==> config.mk <==
export PLATFORM = sky130hd
export DESIGN_NAME = sw_debounce
export DESIGN_NICKNAME = d
export VERILOG_FILES = /design/src/rtl/sw_debounce_pkg.sv /design/src/rtl/sync_2ff.sv /design/src/rtl/sw_debounce.sv
export SDC_FILE = /design/constraint.sdc
export NUM_CORES = 1
export LEC_CHECK = 0
export CELL_PAD_IN_SITES_DETAIL_PLACEMENT = 1
export CELL_PAD_IN_SITES_GLOBAL_PLACEMENT = 1
export CORE_UTILIZATION = 47
export DETAILED_ROUTE_END_ITERATION = 8
export PLACE_DENSITY = 0.87
export SETUP_SLACK_MARGIN = 0.05
export SLEW_MARGIN = 15
export SYNTH_ARGS = -nofsm -noshare
export SYNTH_HDL_FRONTEND = slang
export SYNTH_HIERARCHICAL = 1
export SYNTH_SLANG_ARGS = --single-unit
==> constraint.sdc <==
create_clock -name clk -period 4.35 [get_ports clk]
set_input_delay 1.305 -clock clk [delete_from_list [all_inputs] [get_ports clk]]
set_output_delay 1.305 -clock clk [all_outputs]
set_load 0.005 [all_outputs]
==> src/rtl/sw_debounce_pkg.sv <==
// Shared types and constants for the switch debouncer.
package sw_debounce_pkg;

  typedef enum logic [1:0] {
    ST_LOW    = 2'd0,
    WAIT_HIGH = 2'd1,
    ST_HIGH   = 2'd2,
    WAIT_LOW  = 2'd3
  } state_t;

  localparam int unsigned DEBOUNCE_10MS_100MHZ = 1000000;

endpackage

==> src/rtl/sync_2ff.sv <==
// Single-bit two-flop synchroniser with synchronous active-high reset to 0.
module sync_2ff (
  input  logic clk,
  input  logic rst,
  input  logic d,
  output logic q
);

  logic s1;

  always_ff @(posedge clk) begin
    if (rst) begin
      s1 <= 1'b0;
      q  <= 1'b0;
    end else begin
      s1 <= d;
      q  <= s1;
    end
  end

endmodule

==> src/rtl/sw_debounce.sv <==
// Switch conditioner: synchronise, debounce, and derive edge pulses and a press-toggled level.
module sw_debounce
  import sw_debounce_pkg::*;
#(
  parameter int unsigned STABLE_CYCLES = DEBOUNCE_10MS_100MHZ
) (
  input  logic clk,
  input  logic rst,
  input  logic sw,
  output logic db,
  output logic rise,
  output logic fall,
  output logic toggle
);

  localparam int unsigned CNT_W = $clog2(STABLE_CYCLES + 1);

  state_t           state, state_nxt;
  logic [CNT_W-1:0] cnt, cnt_nxt;
  logic             s2;
  logic             rise_nxt, fall_nxt;

  sync_2ff u_sync (
    .clk (clk),
    .rst (rst),
    .d   (sw),
    .q   (s2)
  );

  always_ff @(posedge clk) begin
    if (rst) begin
      state  <= ST_LOW;
      cnt    <= '0;
      rise   <= 1'b0;
      fall   <= 1'b0;
      toggle <= 1'b0;
    end else begin
      state  <= state_nxt;
      cnt    <= cnt_nxt;
      rise   <= rise_nxt;
      fall   <= fall_nxt;
      if (rise_nxt) toggle <= ~toggle;
    end
  end

  // Counter resets whenever the candidate value is abandoned or committed,
  // so it never exceeds STABLE_CYCLES.
  always_comb begin
    state_nxt = state;
    cnt_nxt   = '0;
    rise_nxt  = 1'b0;
    fall_nxt  = 1'b0;
    unique case (state)
      ST_LOW: begin
        if (s2) begin
          state_nxt = WAIT_HIGH;
          cnt_nxt   = CNT_W'(1);
        end
      end
      WAIT_HIGH: begin
        if (!s2) begin
          state_nxt = ST_LOW;
        end else if (cnt == CNT_W'(STABLE_CYCLES)) begin
          state_nxt = ST_HIGH;
          rise_nxt  = 1'b1;
        end else begin
          cnt_nxt = cnt + CNT_W'(1);
        end
      end
      ST_HIGH: begin
        if (!s2) begin
          state_nxt = WAIT_LOW;
          cnt_nxt   = CNT_W'(1);
        end
      end
      WAIT_LOW: begin
        if (s2) begin
          state_nxt = ST_HIGH;
        end else if (cnt == CNT_W'(STABLE_CYCLES)) begin
          state_nxt = ST_LOW;
          fall_nxt  = 1'b1;
        end else begin
          cnt_nxt = cnt + CNT_W'(1);
        end
      end
      default: state_nxt = ST_LOW;
    endcase
  end

  always_comb begin
    db = (state == ST_HIGH) || (state == WAIT_LOW);
  end

endmodule
==> metrics.txt, run 1 <==
antenna diode instance count 0; Synth Register Bits 27; area of the mapped netlist 1181 um2; DRC marker count from the first detailed-route iteration 16; proportion of power drawn by combinational gates 0.016; DRC errors left 0; maximum number of buffers from clock root to sink 2; total number of nets in the final design 148; number of antenna violations at the first check in global routing 0; largest delay contributor family on the critical path buffers and inverters; number of I/O port buffers 6; clk root buf sky130_fd_sc_hd__clkbuf_4; clock net sink count 27; Finished Layout Cells 170; CP max FO 4; Worst Max-Slew Pin Slew 471.6 ps; data arrival time of the critical path 1240 ps; placed cells 166; TritonCTS clock tree done; most repeated cell in the gate-level netlist after synthesis sky130_fd_sc_hd__dfxtp_1; RePlAce Congestion 0.7449; hpwl dp 1960 um; switching share of power 0.2089; setup slack on the worst flop-to-flop path 2180 ps; total global routing track utilization 0.2246; share of final-layout standard cells stronger than drive strength 1 0.05634; number of global-route vias before repair 1010; min-delay worst type reg -> reg; internal power 0.2876 mW; Die Footprint 2718 um2; largest net degree at the start of global routing 20; Buf/Inv on CP 1; maximum achievable frequency 392.3 MHz; number of instances in the synthesized netlist 135; Yosys top cell by area sky130_fd_sc_hd__dfxtp_1; cell breakdown of the critical path clkdlybuf4s50_1; switching power 0.07596 mW; insertion delay to the later sink of the worst-skew pair 320 ps; Post-Syn Nets 140; Pwr Density 281.3 nW/um2; initial standard-cell utilization of the core 0.5142; Die Wd 52.13 um; sequential element share of the synthesized area 0.4576; most used flip-flop cell after synthesis sky130_fd_sc_hd__dfxtp_1; Slew Limit Fails 0; Critical-path top delay cell sky130_fd_sc_hd__clkdlybuf4s50_1; layout filler cell count 279; multi-input combinational cell area 593.1 um2; final hold vios 0; Async S/R FF share, synth 0; clock edge transition at the registers on the reported setup and hold paths 140 ps; Setup TNS Final 0 ps; Synthesis Warnings 6; Commonest cells post-synth sky130_fd_sc_hd__dfxtp_1, sky130_fd_sc_hd__nor2_1, sky130_fd_sc_hd__a21oi_1, sky130_fd_sc_hd__inv_1, sky130_fd_sc_hd__xnor2_1; result of the run completed; number of gates resized after cts 0; number of top-level pins 7; Worst Setup Start Kind register; top post-synthesis cells by area sky130_fd_sc_hd__dfxtp_1, sky130_fd_sc_hd__xnor2_1, sky130_fd_sc_hd__nor2_1; Slew headroom 0.6827; required arrival time at the worst endpoint 3040 ps; Final Skew 2.362 ps; sequential cell area 540.5 um2; Leakage Power 0.3867 nW; critical path capture point type output port; number of enable flip-flop cells after synthesis 0; layout overhead on the synthesized area 9.428%; mean area per synthesized cell 8.749 um2; final setup violation count 0; first-pass GRT wire length 4436 um; Pre-Repair DR Iteration Count 4; # hold bufs at CTS 0; Sequential Power Share 0.687; delay of the slowest cell on the worst path 520 ps; max cap viols 0; routed vias/inst 5.765; number of CTS-inserted buffers 3; via total after detailed routing 980; Core Area 2297 um2; overall die height 52.13 um; Synth top area share 0.4576; final global-route overflow total 0; Worst VDD drop 0.0002211 V; time the final worst path needs with I/O delays and setup 2549 ps; wire per inst 14.91 um; Final period util 0.5859; relative contribution of the clock network to total power 0.298; Distinct cells, synth 30; critical path type reg -> out; total wire length 2534 um; final core utilization 0.5626; unrepaired setup endpoints after global routing no; H-tree Lvls 1; postcts setup bufs 0; floorplan row count 17; Antenna Violating Nets Remaining 0
## worst paths after layout
kind / end / cells past startpoint / start
max: db / 1 / register
min: u_sync/q / 1 / u_sync/s1
max reg2reg: cnt[17] / 4 / cnt[2]
min reg2reg: u_sync/q / 1 / u_sync/s1
## metrics by stage
stage	area, um2	hold slack, ps	total power [mW]	setup slack, ps
6_report	1292	468.2	0.3636	1801
2_1_floorplan	1181	413.8	0.2573	2231
3_3_place_gp	1266	433.6	0.2603	1812
5_1_grt	1292	474.0	0.3763	1752
4_1_cts	1292	473.5	0.3678	1795
3_5_place_dp	1266	455.0	0.2609	1638
## state kept, by name, summed over array words and instances, names as in the netlist, named ones only
name	cells
cnt	20
fall	1
rise	1
state	1
toggle	1
u_sync/q	1
u_sync/s1	1
## cell type report
type	instances	share of cell area
flip-flops and latches	27	0.4182
well taps	28	0.02711
multi-input cells	96	0.4589
inverters	8	0.02323
clock buffers	4	0.02033
repair buffers	7	0.05227
## cell usage in the layout, fill, tap and decap left out
cell / count
sky130_fd_sc_hd__and4_1: 1
sky130_fd_sc_hd__a21oi_1: 9
sky130_fd_sc_hd__or2_2: 1
sky130_fd_sc_hd__nor2b_1: 2
sky130_fd_sc_hd__xnor2_1: 8
sky130_fd_sc_hd__buf_4: 1
sky130_fd_sc_hd__inv_1: 8
sky130_fd_sc_hd__dfxtp_1: 27
sky130_fd_sc_hd__nand4_2: 1
sky130_fd_sc_hd__and2_1: 1
sky130_fd_sc_hd__o21ai_0: 6
sky130_fd_sc_hd__nand2_1: 7
sky130_fd_sc_hd__and4b_2: 1
sky130_fd_sc_hd__a21boi_0: 1
sky130_fd_sc_hd__clkbuf_1: 1
sky130_fd_sc_hd__and3_1: 1
sky130_fd_sc_hd__or3_1: 4
sky130_fd_sc_hd__nand3_1: 7
sky130_fd_sc_hd__o31ai_1: 3
sky130_fd_sc_hd__nand2_4: 1
sky130_fd_sc_hd__ha_1: 2
sky130_fd_sc_hd__nand4_1: 3
sky130_fd_sc_hd__clkbuf_4: 3
sky130_fd_sc_hd__nor2_1: 14
sky130_fd_sc_hd__clkdlybuf4s50_1: 6
sky130_fd_sc_hd__nor4bb_1: 1
sky130_fd_sc_hd__xor2_1: 4
sky130_fd_sc_hd__nor3_1: 5
sky130_fd_sc_hd__or4_1: 6
sky130_fd_sc_hd__nand2b_1: 2
sky130_fd_sc_hd__nor4_1: 4
sky130_fd_sc_hd__o211ai_1: 1
## kinds of logic after synthesis
| group | after synthesis | synth area share |
|---|---|---|
| xor+xnor | 12 | 0.08898 |
| flops | 27 | 0.4576 |
| compound gates | 20 | 0.09534 |
| buf+inv | 12 | 0.04026 |
| fa+ha+maj | 2 | 0.02118 |
| simple gates | 62 | 0.2966 |
## power groups by stage
stage	Clock, mW	Sequential, mW	Combinational [mW]
5_1_grt	0.120	0.250	0.00644
2_1_floorplan	0	0.255	0.00242
6_report	0.108	0.250	0.00569
4_1_cts	0.112	0.250	0.00578
3_5_place_dp	0	0.255	0.00577
3_3_place_gp	0	0.255	0.00536
## routing by layer
metal,global-route usage,up-vias,part of all wire
met3,0.02924,6,0.020
met2,0.3868,13,0.53
met5,0,-,0
met1,0.2708,473,0.44
li1,-,488,-
met4,0.1140,0,0.019
Power figures use the tool's default switching activity.
==> run 2, diff against run 1 <==
Settings changed: CORE_UTILIZATION 47 to 43, PLACE_DENSITY 0.87 to 0.81.
Clock period 4.35 ns to 2.4 ns, I/O delays scaled along.
==> run 2 against run 1 <==
Net effect: core utilization down 5.2 points; sequential power grew 81%; worst setup slack worse by 1600 ps; worst hold slack lost 6.5 ps; critical path depth increased by 3; highest routed layer unchanged.
==> metrics.txt, run 2 (synthesis gave the netlist of run 1 again) <==
result of the run completed; critical path type reg -> reg; fin worst setup slack 240.9 ps (-1560 ps); Worst Max-Slew Pin Slew 456.1 ps (-15.53 ps); CP max FO 9 (+5); floorplan row count 18 (+1); insertion delay to the later sink of the worst-skew pair 320 ps (about the same); Leakage Power 0.3857 nW (-0.27%); delay of the slowest cell on the worst path 690 ps (+170 ps); total number of nets in the final design 148 (unchanged); TritonCTS clock tree done; Die Footprint 2960 um2 (+8.9%); wire per inst 14.27 um (-4.2%); hpwl dp 1866 um (-4.8%); number of gates resized after cts 0 (unchanged); multi-input combinational cell area 593.1 um2 (unchanged); layout overhead on the synthesized area 9.958%; sequential cell area 540.5 um2 (unchanged); total wire length 2455 um (-3.1%); antenna diode instance count 0 (unchanged); maximum number of buffers from clock root to sink 2 (unchanged); cell breakdown of the critical path nand4_2, or4_1, or4_1, a21oi_1; Final period util 0.8996; max cap viols 0 (unchanged); largest net degree at the start of global routing 20 (unchanged); Worst VDD drop 0.0002704 V (+22%); Largest Register cnt; time the final worst path needs with I/O delays and setup 2159 ps; required arrival time at the worst endpoint 2660 ps (-380 ps); number of CTS-inserted buffers 3 (unchanged); critical path capture point type register; overall die height 54.41 um (+4.4%); Setup TNS Final 0 ps (unchanged); Layout Cell Area excl Fill 1299 um2 (+0.48%); Pwr Density 505.9 nW/um2 (+80%); number of flip-flops under the largest register name 20 (unchanged); most common library cell in the layout ignoring fill and taps sky130_fd_sc_hd__dfxtp_1; min-delay worst type reg -> reg; total global routing track utilization 0.1912 (-0.03341); share of final-layout standard cells stronger than drive strength 1 0.06338 (+0.007042); maximum achievable frequency 463.2 MHz; final global-route overflow total 0 (unchanged); clk root buf sky130_fd_sc_hd__clkbuf_4; number of I/O port buffers 6 (unchanged); Buf/Inv on CP 0 (-1); Antenna Violating Nets Remaining 0 (unchanged); Core Area 2545 um2 (+11%); number of antenna violations at the first check in global routing 0 (unchanged); clock net sink count 27 (unchanged); area after detailed placement 1269 um2 (+0.20%); Place WS 280.7 ps (-1357 ps); Slew headroom 0.6931 (+0.01045); unrepaired setup endpoints after global routing no; crit-path most repeated cell sky130_fd_sc_hd__or4_1; Critical-path top delay cell sky130_fd_sc_hd__or4_1; DRC marker count from the first detailed-route iteration 13 (-3); layout filler cell count 299 (+7.2%); clock edge transition at the registers on the reported setup and hold paths 140 ps (about the same); routed vias/inst 5.535 (-4.0%); Die Wd 54.41 um (+4.4%); via total after detailed routing 952 (-2.9%); # hold bufs at CTS 0 (unchanged); largest delay contributor family on the critical path simple AND/OR/NAND/NOR gates; initial standard-cell utilization of the core 0.4641 (-0.05005); first-pass GRT wire length 4084 um (-7.9%); Slew Limit Fails 0 (unchanged); postcts setup bufs 0 (unchanged); final hold vios 0 (unchanged); final setup violation count 0 (unchanged); RePlAce Congestion 0.8231 (+10%); Final Skew 2.097 ps (-0.2650 ps); Pre-Repair DR Iteration Count 4 (unchanged); DRC errors left 0 (unchanged); number of global-route vias before repair 980 (-3.0%); data arrival time of the critical path 2420 ps (+1180 ps); H-tree Lvls 1 (unchanged); most frequent cells in the layout sky130_fd_sc_hd__dfxtp_1, sky130_fd_sc_hd__nor2_1, sky130_fd_sc_hd__a21oi_1; number of top-level pins 7 (unchanged); Worst Setup Start Kind register
[run 2: changes by cell type in the layout (fill, tap and decap cells not counted), sizes merged]
cell / previous run / this run
clkbuf: 4 / 3
clkinvlp: 0 / 1
[run 2: metal layers]
layer  vias to the layer above  share of wire  track usage
met2                         4           0.48       0.3394
met5                         -              0            0
li1                        488              -            -
met4                         0         0.0081      0.06410
met3                         2          0.013      0.02500
met1                       458           0.50       0.2348
[run 2: metrics by stage]
stage,hold WS (ps),power (mW),util,std cells
finish,461.6,0.6570,0.5103,172
global route,475.6,0.6806,0.5103,172
CTS,465.4,0.6666,0.5103,172
detailed placement,444.0,0.4730,0.4985,168
global placement,444.4,0.4720,0.4985,168
floorplan,413.8,0.4663,-,135
[run 2: final timing paths]
path,from,endpoint,slack (ps),depth (start not counted)
max,cnt[5],cnt[19],240,4
min,u_sync/s1,u_sync/q,460,1
max reg2reg,cnt[5],cnt[19],240,4
min reg2reg,u_sync/s1,u_sync/q,460,1
[run 2: worst register-to-register path, cell delays in order, from the launching register on]
cell and delay, ps:
sky130_fd_sc_hd__dfxtp_1 480, sky130_fd_sc_hd__nand4_2 220, sky130_fd_sc_hd__or4_1 690, sky130_fd_sc_hd__or4_1 560
sky130_fd_sc_hd__a21oi_1 150
[run 2: power breakdown]
part / switching (mW) / total, mW / internal [mW]
logic: 0.00519 / 0.0105 / 0.00530
clock network: 0.130 / 0.194 / 0.0636
registers: 0.00175 / 0.453 / 0.451
total: 0.137 / 0.657 / 0.520
[run 2: cell type report]
| class | instances | share of cell area |
|---|---|---|
| timing repair buffer | 7 | 0.05202 |
| inverter | 8 | 0.02312 |
| clock inverter | 1 | 0.005780 |
| sequential | 27 | 0.4162 |
| multi-input combinational | 96 | 0.4566 |
| tap | 30 | 0.02890 |
| clock buffer | 3 | 0.01734 |
